### src/rtl/prbs_pkg.sv
// rtl/prbs_pkg.sv - PN codes, LFSR tap table and FSM states for the PRBS pattern engine
package prbs_pkg;

    typedef enum logic [1:0] {
        IDLE = 2'd0,
        SEED = 2'd1,
        RUN  = 2'd2
    } prbs_state_e;

    localparam logic [2:0] PN7_CODE  = 3'd0;
    localparam logic [2:0] PN9_CODE  = 3'd1;
    localparam logic [2:0] PN15_CODE = 3'd2;
    localparam logic [2:0] PN23_CODE = 3'd3;
    localparam logic [2:0] PN31_CODE = 3'd4;

    // Fibonacci taps (a,b): feedback = s[a-1] ^ s[b-1]; a is also the active width
    localparam logic [5:0] PN7_TAP_A  = 6'd7;
    localparam logic [5:0] PN7_TAP_B  = 6'd6;
    localparam logic [5:0] PN9_TAP_A  = 6'd9;
    localparam logic [5:0] PN9_TAP_B  = 6'd5;
    localparam logic [5:0] PN15_TAP_A = 6'd15;
    localparam logic [5:0] PN15_TAP_B = 6'd14;
    localparam logic [5:0] PN23_TAP_A = 6'd23;
    localparam logic [5:0] PN23_TAP_B = 6'd18;
    localparam logic [5:0] PN31_TAP_A = 6'd31;
    localparam logic [5:0] PN31_TAP_B = 6'd28;

    // Unused codes 5-7 fall back to PN7
    function automatic logic [5:0] pn_tap_a(input logic [2:0] code);
        case (code)
            PN9_CODE:  return PN9_TAP_A;
            PN15_CODE: return PN15_TAP_A;
            PN23_CODE: return PN23_TAP_A;
            PN31_CODE: return PN31_TAP_A;
            default:   return PN7_TAP_A;
        endcase
    endfunction

    function automatic logic [5:0] pn_tap_b(input logic [2:0] code);
        case (code)
            PN9_CODE:  return PN9_TAP_B;
            PN15_CODE: return PN15_TAP_B;
            PN23_CODE: return PN23_TAP_B;
            PN31_CODE: return PN31_TAP_B;
            default:   return PN7_TAP_B;
        endcase
    endfunction

endpackage

### src/rtl/prbs_slew_ramp.sv
// rtl/prbs_slew_ramp.sv - saturating slew-limited ramp toward a target code
module prbs_slew_ramp #(
    parameter int DAC_W = 16
) (
    input  logic             clk,
    input  logic             reset,
    input  logic [DAC_W-1:0] target,
    input  logic [DAC_W-1:0] rate,
    output logic [DAC_W-1:0] ramp
);

    // ramp_q is the value reached so far; ramp is the value it steps to this cycle
    logic [DAC_W-1:0] ramp_q;
    logic [DAC_W:0]   cur;
    logic [DAC_W:0]   tgt;
    logic [DAC_W:0]   step;
    logic [DAC_W:0]   rise;
    logic [DAC_W:0]   gap;

    // One step toward target, landing exactly on it when the step would reach or pass it
    always_comb begin
        cur  = {1'b0, ramp_q};
        tgt  = {1'b0, target};
        step = {1'b0, rate};
        rise = cur + step;
        gap  = cur - tgt;
        ramp = ramp_q;
        if (cur < tgt) begin
            if ((rate == '0) || (rise >= tgt)) begin
                ramp = target;
            end else begin
                ramp = rise[DAC_W-1:0];
            end
        end else if (cur > tgt) begin
            if ((rate == '0) || (step >= gap)) begin
                ramp = target;
            end else begin
                ramp = ramp_q - rate;
            end
        end
    end

    // Ramp state register
    always_ff @(posedge clk) begin
        if (reset) begin
            ramp_q <= '0;
        end else begin
            ramp_q <= ramp;
        end
    end

endmodule

### src/rtl/prbs_pattern_engine.sv
// rtl/prbs_pattern_engine.sv - NCO-paced selectable PRBS with error injection and shaped DAC output
module prbs_pattern_engine
    import prbs_pkg::*;
#(
    parameter int DAC_W  = 16,
    parameter int ACC_W  = 32,
    parameter int LFSR_W = 31
) (
    input  logic              dac_clk,
    input  logic              reset,
    input  logic              enable,
    input  logic [2:0]        pn_select,
    input  logic [ACC_W-1:0]  bit_rate_step,
    input  logic [DAC_W-1:0]  edge_rate,
    input  logic [DAC_W-1:0]  level_high,
    input  logic [DAC_W-1:0]  level_low,
    input  logic              err_inject,
    input  logic              protect,
    output logic [DAC_W-1:0]  dac_data,
    output logic              bit_out,
    output logic              bit_tick,
    output logic              valid,
    output logic              err_pending,
    output logic [LFSR_W-1:0] lfsr_state
);

    localparam int IDX_W = $clog2(LFSR_W);

    prbs_state_e       state_q;
    prbs_state_e       state_d;
    logic [2:0]        pn_q;
    logic [ACC_W-1:0]  acc_q;
    logic [ACC_W:0]    acc_sum;
    logic [LFSR_W-1:0] lfsr_q;
    logic [LFSR_W-1:0] lfsr_shift;
    logic [LFSR_W-1:0] run_mask;
    logic [LFSR_W-1:0] seed_mask;
    logic [5:0]        run_tap_a;
    logic [5:0]        run_tap_b;
    logic [5:0]        seed_tap_a;
    logic              fb;
    logic              carry;
    logic              tick;
    logic              inject;
    logic              bit_out_q;
    logic              bit_tick_q;
    logic              valid_q;
    logic              err_pending_q;
    logic [DAC_W-1:0]  dac_q;
    logic [DAC_W-1:0]  ramp_target;
    logic [DAC_W-1:0]  ramp_next;

    // Tap selection, feedback, NCO carry and the tick/injection qualifiers
    always_comb begin
        run_tap_a  = pn_tap_a(pn_q);
        run_tap_b  = pn_tap_b(pn_q);
        seed_tap_a = pn_tap_a(pn_select);
        run_mask   = LFSR_W'((64'd1 << run_tap_a) - 64'd1);
        seed_mask  = LFSR_W'((64'd1 << seed_tap_a) - 64'd1);
        fb         = lfsr_q[IDX_W'(run_tap_a - 6'd1)] ^ lfsr_q[IDX_W'(run_tap_b - 6'd1)];
        lfsr_shift = {lfsr_q[LFSR_W-2:0], fb} & run_mask;
        acc_sum    = {1'b0, acc_q} + {1'b0, bit_rate_step};
        carry      = acc_sum[ACC_W];
        tick       = (state_q == RUN) && enable && carry;
        inject     = err_pending_q || err_inject;
    end

    // Next-state logic: SEED lasts exactly one cycle
    always_comb begin
        state_d = state_q;
        case (state_q)
            IDLE:    if (enable) state_d = SEED;
            SEED:    state_d = RUN;
            RUN:     if (!enable) state_d = IDLE;
            default: state_d = IDLE;
        endcase
    end

    // State, NCO, LFSR and emitted-bit registers
    always_ff @(posedge dac_clk) begin
        if (reset) begin
            state_q       <= IDLE;
            pn_q          <= PN7_CODE;
            acc_q         <= '0;
            lfsr_q        <= '1;
            bit_out_q     <= 1'b0;
            bit_tick_q    <= 1'b0;
            valid_q       <= 1'b0;
            err_pending_q <= 1'b0;
        end else begin
            state_q <= state_d;
            if (tick) begin
                err_pending_q <= 1'b0;
            end else if (err_inject) begin
                err_pending_q <= 1'b1;
            end
            case (state_q)
                SEED: begin
                    pn_q       <= pn_select;
                    lfsr_q     <= seed_mask;
                    acc_q      <= '0;
                    bit_out_q  <= 1'b0;
                    bit_tick_q <= 1'b0;
                    valid_q    <= 1'b0;
                end
                RUN: begin
                    if (enable) begin
                        acc_q      <= acc_sum[ACC_W-1:0];
                        bit_tick_q <= carry;
                        if (carry) begin
                            lfsr_q    <= lfsr_shift;
                            bit_out_q <= fb ^ inject;
                            valid_q   <= 1'b1;
                        end
                    end else begin
                        bit_out_q  <= 1'b0;
                        bit_tick_q <= 1'b0;
                        valid_q    <= 1'b0;
                    end
                end
                default: begin
                    bit_out_q  <= 1'b0;
                    bit_tick_q <= 1'b0;
                    valid_q    <= 1'b0;
                end
            endcase
        end
    end

    assign ramp_target = bit_out_q ? level_high : level_low;

    prbs_slew_ramp #(
        .DAC_W (DAC_W)
    ) u_ramp (
        .clk    (dac_clk),
        .reset  (reset),
        .target (ramp_target),
        .rate   (edge_rate),
        .ramp   (ramp_next)
    );

    // Output register; protect blanks the output while the ramp keeps tracking
    always_ff @(posedge dac_clk) begin
        if (reset) begin
            dac_q <= '0;
        end else begin
            dac_q <= protect ? '0 : ramp_next;
        end
    end

    assign dac_data    = dac_q;
    assign bit_out     = bit_out_q;
    assign bit_tick    = bit_tick_q;
    assign valid       = valid_q;
    assign err_pending = err_pending_q;
    assign lfsr_state  = lfsr_q;

endmodule

### config.mk
export PLATFORM = sky130hd
export DESIGN_NAME = prbs_pattern_engine
export DESIGN_NICKNAME = d
export VERILOG_FILES = /design/src/rtl/prbs_pkg.sv /design/src/rtl/prbs_slew_ramp.sv /design/src/rtl/prbs_pattern_engine.sv
export SDC_FILE = /design/constraint.sdc
export NUM_CORES = 1
export LEC_CHECK = 0
export CAP_MARGIN = 20
export CORE_ASPECT_RATIO = 0.5
export CORE_UTILIZATION = 45
export CTS_CLUSTER_DIAMETER = 150
export DETAILED_ROUTE_END_ITERATION = 6
export PLACE_DENSITY_LB_ADDON = 0.25
export SYNTH_ARGS = -nofsm -noshare
export SYNTH_HDL_FRONTEND = slang
export SYNTH_SLANG_ARGS = --single-unit
### constraint.sdc
create_clock -name dac_clk -period 12.1 [get_ports dac_clk]
set_clock_uncertainty 0.05 [all_clocks]
set_input_delay 2.42 -clock dac_clk [delete_from_list [all_inputs] [get_ports dac_clk]]
set_output_delay 2.42 -clock dac_clk [all_outputs]
set_load 0.05 [all_outputs]
==> summary.log <==
INFO  timing         layout_min_cycle_time=7660ps
INFO  yosys          synth_commonest_cells=sky130_fd_sc_hd__ha_1, sky130_fd_sc_hd__nor2_1, sky130_fd_sc_hd__dfxtp_1, sky130_fd_sc_hd__a21oi_1, sky130_fd_sc_hd__nand2_1
INFO  timing         clock.fmax=130MHz
INFO  final_layout   flow.area_growth_from_synthesis=19.2%
INFO  placed_design  io_buffers=138
INFO  pwr            pwr-share-comb=0.627
INFO  pwr            seqPwrFrac=0.216
INFO  setup_path     endpoint_required_time_on_the_critical_path=12270ps
INFO  global_route   via_count_of_the_first_global_routing_pass=8847
INFO  pwr            power-per-cell-area=184mW/mm2
INFO  timing         max_slew_margin=0.250
INFO  hold_path      worstHoldStart=acc_q[26]$_SDFFE_PP0P_
INFO  global_route   grt_overflow=0
INFO  final_layout   diodes=0
INFO  timing         setup-tns-final=0ps
INFO  global_route   globalRouteTotalUtil=0.254
INFO  pwr            totalPowerFinal=2.10mW
INFO  final_layout   fillers=1928
INFO  yosys          synthDistinctLibCells=79
INFO  setup_path     critPathMaxFanout=25
INFO  pwr            switching_share=0.464
INFO  route          route.detailed.vias_per_inst=5.89
INFO  cts            cts-hold-fix-buffers=0
INFO  route          number_of_optimization_iterations_in_the_first_detailed_route_pass=5
INFO  yosys          netlist.top_cell.by_area=sky130_fd_sc_hd__dfxtp_1
INFO  setup_path     worst-setup-path-type=in2reg
INFO  placed_design  hpwl=21.4mm
INFO  placed_design  finalWeightedCongestion=0.917
INFO  timing         post-route-period-util=0.633
INFO  yosys          synth_edf_count=0
INFO  yosys          yosys.area.top_type_share=0.218
INFO  cts            insertion_delay=360ps
INFO  cts            post_cts_resize_count=0
INFO  timing         finalHoldViolCount=0
INFO  status         status=finished clean
INFO  cts            clock-sinks=104
INFO  floorplanning  fp.dieW=208um
INFO  placed_design  dp_cells=1579
INFO  cts            clock-root-buffer=sky130_fd_sc_hd__clkbuf_16
INFO  cts            cts.path.max_buffers=2
INFO  yosys          post_synth_top_flop=sky130_fd_sc_hd__dfxtp_1
INFO  route          total_via_count_after_detailed_routing=9394
INFO  setup_path     crit_start=level_high[2]
INFO  setup_path     setup.reg_to_reg.worst_slack=6170ps
INFO  floorplanning  num_rows=37
INFO  route          routed_wl=27.6mm
INFO  pwr            cellInternalPower=1.13mW
INFO  floorplanning  floorplan.io_pins=139
INFO  final_layout   post_route_cells_drive_above_1_share=0.0371
INFO  yosys          ffs_latches_synth=104
INFO  route          drt_iter0_drc=713
INFO  yosys          gate_count_of_the_mapped_netlist=1223
INFO  route          dr_wl_cell=17.3um
INFO  cts            clk_pin_slew_worst_paths=70ps
INFO  cts            tritoncts.num_buffers=9
INFO  run            cap_viol_max_count=0
INFO  floorplanning  overall_die_area=0.0219mm2
INFO  timing         grt_setup_unrepaired=no
INFO  timing         slew_viol_final=0
INFO  yosys          synthesis.yosys.warnings=0
INFO  pwr            p_sw=0.976mW
INFO  yosys          synth-async-reset-ratio=0
INFO  global_route   antenna_violations_before_repair=0
INFO  yosys          synth.area.top_cells=sky130_fd_sc_hd__dfxtp_1, sky130_fd_sc_hd__ha_1, sky130_fd_sc_hd__a21oi_1
INFO  route          antenna_violating_nets_post_route=0
INFO  final_layout   non_filler_instance_count_after_layout=1595
INFO  pwr            clock_power_share=0.157
INFO  route          remaining_drc_errors=0
INFO  pwr            max_rail_drop_vdd=0.0721mV
INFO  timing         timing_worst_slew_pin_value=1120ps
INFO  global_route   grt_max_degree=69
INFO  cts            tritoncts=built
INFO  setup_path     setup.worst_path.end_class=register
INFO  hold_path      holdCritPathClass=reg2reg
INFO  yosys          syn_area_per_cell=7.82um2
INFO  yosys          sequential_area_share_after_synthesis=0.218
INFO  setup_path     timing.critical_path.from_type=input pin
INFO  pwr            leakage=4.75nW
INFO  yosys          dominant_cell_by_count_in_the_synthesized_netlist=sky130_fd_sc_hd__ha_1
INFO  final_layout   multiInputGateArea=0.00702mm2
INFO  timing         finalSetupViolations=0
INFO  floorplanning  die_y=105um
INFO  setup_path     critical_path.reg2reg.startpoint=bit_out$_SDFFE_PP0N_
INFO  timing         whs=412ps
INFO  setup_path     timing.critical_path.arrival=7840ps
INFO  final_layout   regArea=0.00208mm2
INFO  floorplanning  core_region_area=0.0207mm2
INFO  final_layout   fin_nets=1523
INFO  yosys          netlist_area=0.00957mm2
INFO  cts            cts_setup_buffers=0
INFO  floorplanning  floorplan.initialDensity=0.462
INFO  cts            clock_tree.htree_level_count=3
INFO  global_route   grt_pass1_wl=44.9mm
## state kept, by name, summed over array words and instances (netlist names)
register and count:
pn_q 3, valid 1, bit_out 1, err_pending 1, lfsr_state 31, state_q 2
bit_tick 1, dac_data 16, u_ramp.ramp_q 16, acc_q 32
## power groups by stage
stage | Clock (mW) | Sequential [mW] | Combinational, mW
4_1_cts | 0.338 | 0.452 | 1.30
3_5_place_dp | 0 | 0.459 | 1.29
3_3_place_gp | 0 | 0.460 | 1.26
5_1_grt | 0.351 | 0.459 | 1.45
2_1_floorplan | 0 | 0.533 | 0.887
6_report | 0.331 | 0.454 | 1.32
## cells in the final DEF (no fill, tap or decap), drive strengths merged, types with 15 or more instances in the layout
cell	n
clkdlybuf4s50	137
ha	114
nor2	112
dfxtp	104
a21oi	104
nand2	84
o21ai	83
inv	51
nor3	50
a21o	46
xnor2	44
nand3	35
a211oi	33
mux2i	29
xor2	27
a31oi	25
o41ai	15
## per-layer routing
| metal | track usage | share of wire | up-vias |
|---|---|---|---|
| li1 | - | - | 4694 |
| met2 | 0.408 | 0.44 | 260 |
| met3 | 0.0376 | 0.060 | 32 |
| met5 | 0 | 0 | - |
| met4 | 0.0751 | 0.016 | 0 |
| met1 | 0.351 | 0.48 | 4408 |
## cell type report
type,count,share of cell area
inverter,51,0.0168
clock buffer,12,0.0225
tap,273,0.0300
multi-input combinational,1006,0.616
clock inverter,4,0.00670
sequential,104,0.183
timing repair buffer,145,0.125
## worst max-delay path, cell delays in order
cell and delay [ps]:
sky130_fd_sc_hd__clkdlybuf4s50_1 400, sky130_fd_sc_hd__mux2i_1 470, sky130_fd_sc_hd__ha_1 380, sky130_fd_sc_hd__nor2b_1 160, sky130_fd_sc_hd__o31a_1 270, sky130_fd_sc_hd__or2_2 290
sky130_fd_sc_hd__o21ai_0 280, sky130_fd_sc_hd__o21bai_1 100, sky130_fd_sc_hd__a21oi_1 170, sky130_fd_sc_hd__xor2_1 180, sky130_fd_sc_hd__ha_1 260, sky130_fd_sc_hd__and4_1 190
sky130_fd_sc_hd__and4_1 200, sky130_fd_sc_hd__a21boi_0 130, sky130_fd_sc_hd__o21ai_0 200, sky130_fd_sc_hd__a32o_1 950, sky130_fd_sc_hd__o2111ai_1 240, sky130_fd_sc_hd__a21o_1 240
sky130_fd_sc_hd__a22oi_1 230, sky130_fd_sc_hd__nor2_1 60
## cell families after synthesis
kind of cell / Yosys count / share of synthesized area
AOI/OAI and AO/OA: 393 / 0.270
and+or+nand+nor: 385 / 0.195
adders and majority gates: 118 / 0.157
buffers and inverters: 114 / 0.0498
DFF: 104 / 0.218
xor gates and xnor gates: 71 / 0.0650
muxes: 37 / 0.0445
other: 1 / 0.000392
## worst paths after layout
check | depth (start not counted) | to
setup / recovery | 20 | u_ramp.ramp_q[10]$_SDFF_PP0_
setup reg to reg | 20 | u_ramp.ramp_q[10]$_SDFF_PP0_
hold reg to reg | 2 | acc_q[26]$_SDFFE_PP0P_
hold / removal | 2 | acc_q[26]$_SDFFE_PP0P_
## metrics by stage
| stage | setup slack [ps] | instance area, um2 | utilization |
|---|---|---|---|
| floorplan | 5580 | 9570 | - |
| global placement | 4270 | 11100 | 0.535 |
| detailed placement | 4150 | 11100 | 0.535 |
| CTS | 4510 | 11400 | 0.551 |
| global route | 4010 | 11400 | 0.551 |
| finish | 4440 | 11400 | 0.551 |
No activity file was read; power rests on OpenSTA's default activity.
==> patch 1 (same settings) <==
Register the output `lfsr_state` once more; this adds one clock of latency there. The other outputs are not delayed to match.
--- a/src/rtl/prbs_pattern_engine.sv
+++ b/src/rtl/prbs_pattern_engine.sv
@@ -153,7 +153,9 @@
     assign bit_tick    = bit_tick_q;
     assign valid       = valid_q;
     assign err_pending = err_pending_q;
-    assign lfsr_state  = lfsr_q;
+    always_ff @(posedge dac_clk) begin
+        lfsr_state <= lfsr_q;
+    end
 
 endmodule
 
Formal check against the unedited RTL: not equivalent (a bounded check fails within 4 cycles, from zero or initial values and one cycle with reset high).
==> patch 1 against the original RTL <==
  * Synthesized area rose by 5.8%
  * Routed wire length rose by 3.5%
  * Power rose by 14%
  * Via count rose by 0.52%
  * Sequential power rose by 24%
  * First-iteration DRC count rose by 1.5%
  * Die area rose by 5.7%
  * Worst setup slack got worse by 62 ps
  * Clock power rose by 63%
  * Sequential cell count rose by 31
  * Final area rose by 8.1%
  * Critical endpoint is now dac_data[11]
  * Highest routed layer unchanged
==> patch 1: results (changes against the original RTL) <==
- Largest stage delay, worst path: 650 ps (was 950 ps)
- Clock buffer count from CTS: 17 (was 9)
- Dpl cells: 1625 (was 1579)
- Sequential Power: 0.000561 W (was 0.000454 W)
- Peak VDD IR: 96.0 uV (was 72.1 uV)
- Seq/total area: 21.9% (was 18.3%)
- Vias/cell: 5.70 (was 5.89)
- HPWL Detailed: 21700 um (was 21400 um)
- Arr. time, crit path: 7980 ps (was 7840 ps)
- Count of multi-input gates: 986 (was 1006)
- Clock group: 0.000538 W (was 0.000331 W)
- Area of the multi-input gates: 6970 um2 (was 7020 um2)
- Hold Slack: 338 ps (was 412 ps)
- Vias in the first global route: 8953 (was 8847)
- Wire length per cell: 17.2 um (was 17.3 um)
- Status: complete, no violations (unchanged)
- CLK BUF: 18 (was 12)
- Post-synth top cells: dfxtp_1 (135), ha_1 (114), a21oi_1 (110) (was ha_1 (114), nor2_1 (112), dfxtp_1 (104))
- First-pass GRT wire length: 46100 um (was 44900 um)
- Worst-skew pair later-pin latency: 420 ps (was 360 ps)
- Placer Congestion: 0.916 (was 0.917)
- Post-Syn Area: 10100 um2 (was 9570 um2)
- Lkg Pwr: 5.12 nW (was 4.75 nW)
- Relative slew slack: 34.1% (was 25.0%)
- Clock H-tree levels: 4 (was 3)
- Layout cells sized above 1: 5.67% (was 3.71%)
- Sequential standard cell area: 2700 um2 (was 2080 um2)
- Total Routing Usage GR: 24.6% (was 25.4%)
- Count of non-CTS inverters in the layout: 58 (was 51)
- Synth area leaders: dfxtp_1 (27%), ha_1 (14%), a21oi_1 (5.4%), nor2_1 (3.9%), xnor2_1 (3.5%) (was dfxtp_1 (22%), ha_1 (15%), a21oi_1 (5.3%), nor2_1 (4.4%), o21ai_0 (4.1%))
- Buffering overhead: 11.8% (was 12.5%)
- Library cells used by synthesis: 71 (was 79)
- Setup ws final: 4370 ps (was 4440 ps)
patch 1: worst max-delay path: cells and delay by family:
family / cells / cell delay [ps]
compound gates: 10 / 2670
xor+xnor: 1 / 160
fa+ha+maj: 3 / 940
buf+inv: 2 / 530
mux: 3 / 640
simple gates: 4 / 590
patch 1: path summary, 6_finish.rpt:
path | start | cells past startpoint | to
min | lfsr_q[27] | 0 | lfsr_state[27]
min reg2reg | lfsr_q[27] | 0 | lfsr_state[27]
max reg2reg | bit_out | 23 | dac_data[11]
max | level_high[0] | 23 | dac_data[11]
patch 1: logic make-up after synthesis:
logic type | share of synthesized area, %
fa+ha+maj | 14.9
flops | 26.7
other cells | 0.0371
mux | 5.08
simple gates | 17.9
compound gates | 24.5
xor+xnor | 6.06
buf+inv | 4.82
patch 1: per-layer routing:
metal	vias to the layer above	GRT usage [%]	wire, um
met1	4434	33.7	14000
met5	-	0	0
li1	4735	-	-
met4	0	6.28	387
met3	25	3.99	1200
met2	249	40.5	13000
==> patch 2 (same flow settings) <==
Without the edit above. `DAC_W` is set to 16 in 2 places; all go to 32.
--- a/src/rtl/prbs_slew_ramp.sv
+++ b/src/rtl/prbs_slew_ramp.sv
@@ -1,6 +1,6 @@
 // rtl/prbs_slew_ramp.sv - saturating slew-limited ramp toward a target code
 module prbs_slew_ramp #(
-    parameter int DAC_W = 16
+    parameter int DAC_W = 32
 ) (
     input  logic             clk,
     input  logic             reset,
--- a/src/rtl/prbs_pattern_engine.sv
+++ b/src/rtl/prbs_pattern_engine.sv
@@ -2,7 +2,7 @@
 module prbs_pattern_engine
     import prbs_pkg::*;
 #(
-    parameter int DAC_W  = 16,
+    parameter int DAC_W  = 32,
     parameter int ACC_W  = 32,
     parameter int LFSR_W = 31
 ) (
Ports: changed (resized dac_data, edge_rate, level_high and level_low); port bits go from 139 to 203. No check against the original RTL was run, so the function may have changed too.
==> patch 2 against the original RTL <==
  * Register-to-register slack worse by 1400 ps
  * Worst setup slack worse by 1100 ps
  * Synthesized area up 53%
  * Global-route usage up 4.6 points
  * Routed wire length up 83%
  * Count of clock-buffer cells in the layout up 5
  * Sequential cell count up 32
  * Final area up 54%
  * Clock power up 76%
  * Power up 91%
  * Critical path depth down 1
==> patch 2: results (changes against the original RTL) <==
- Status: complete, no violations (unchanged)
- Drt total wl: 50400 um (was 27600 um)
- Placer Congestion: 1.04 (was 0.917)
- TritonRoute pass-1 iters: 6 (was 5)
- Clock buffer count from CTS: 17 (was 9)
- Total Routing Usage GR: 30.0% (was 25.4%)
- Synth area leaders: dfxtp_1 (19%), ha_1 (17%), a21oi_1 (6.7%), nor2_1 (5.2%), xnor2_1 (4.8%) (was dfxtp_1 (22%), ha_1 (15%), a21oi_1 (5.3%), nor2_1 (4.4%), o21ai_0 (4.1%))
- Wire length per cell: 20.3 um (was 17.3 um)
- Nets: 2375 (was 1523)
- Setup ws final: 3330 ps (was 4440 ps)
- Library cells used by synthesis: 89 (was 79)
- Port Buffers: 202 (was 138)
- Setup crit end: dac_data[4] (was u_ramp.ramp_q[10])
- Post-synthesis compound-gate area fraction: 28.1% (was 27.0%)
- Worst-skew pair later-pin latency: 450 ps (was 360 ps)
- WHS Endpoint: valid (was acc_q[26])
- First DRT Iteration DRCs: 1366 (was 713)
- Hold Slack: 398 ps (was 412 ps)
- Int Pwr: 0.00195 W (was 0.00113 W)
- Peak VDD IR: 139 uV (was 72.1 uV)
- Util after Layout: 55.0% (was 55.1%)
- Post-synthesis mux area share: 5.62% (was 4.45%)
- Crit Path Max Fanout: 32 (was 25)
- Met1 wire length: 23200 um (was 13300 um)
- Vias in the first global route: 14000 (was 8847)
- Worst setup startpoint: edge_rate[19] (was level_high[2])
- Arr. time, crit path: 9060 ps (was 7840 ps)
- Xor/xnor share of the synthesized area: 7.10% (was 6.50%)
- Via count: 14900 (was 9394)
- R2R depth: 25 (was 20)
- Met1 GRT Util: 39.9% (was 35.1%)
- Largest stage delay, worst path: 850 ps (was 950 ps)
## patch 2: cell count changes in the layout (fill, tap and decap cells not counted), moves of 31 or more
cell | before | now
nand2_1 | 84 | 127
clkdlybuf4s50_1 | 137 | 201
a21oi_1 | 102 | 196
xnor2_1 | 44 | 81
inv_1 | 51 | 95
nor2_1 | 112 | 202
ha_1 | 114 | 194
dfxtp_1 | 104 | 135
## patch 2: power by group through the flow
stage	Sequential, W	Combinational (W)	Clock (W)
after floorplan	0.000780	0.00185	0
after global placement	0.000652	0.00270	0
after detailed placement	0.000653	0.00270	0
after CTS	0.000644	0.00272	0.000589
after global routing	0.000654	0.00301	0.000609
final	0.000647	0.00278	0.000581
## patch 2: area by class of cell
cell class / instances / share of cell area (%)
Clock buffer: 17 / 2.43
Clock inverter: 15 / 1.19
Inverter: 96 / 2.06
Multi-Input combinational cell: 1578 / 63.7
Sequential cell: 136 / 15.5
Tap cell: 432 / 3.08
Timing Repair Buffer: 212 / 12.0
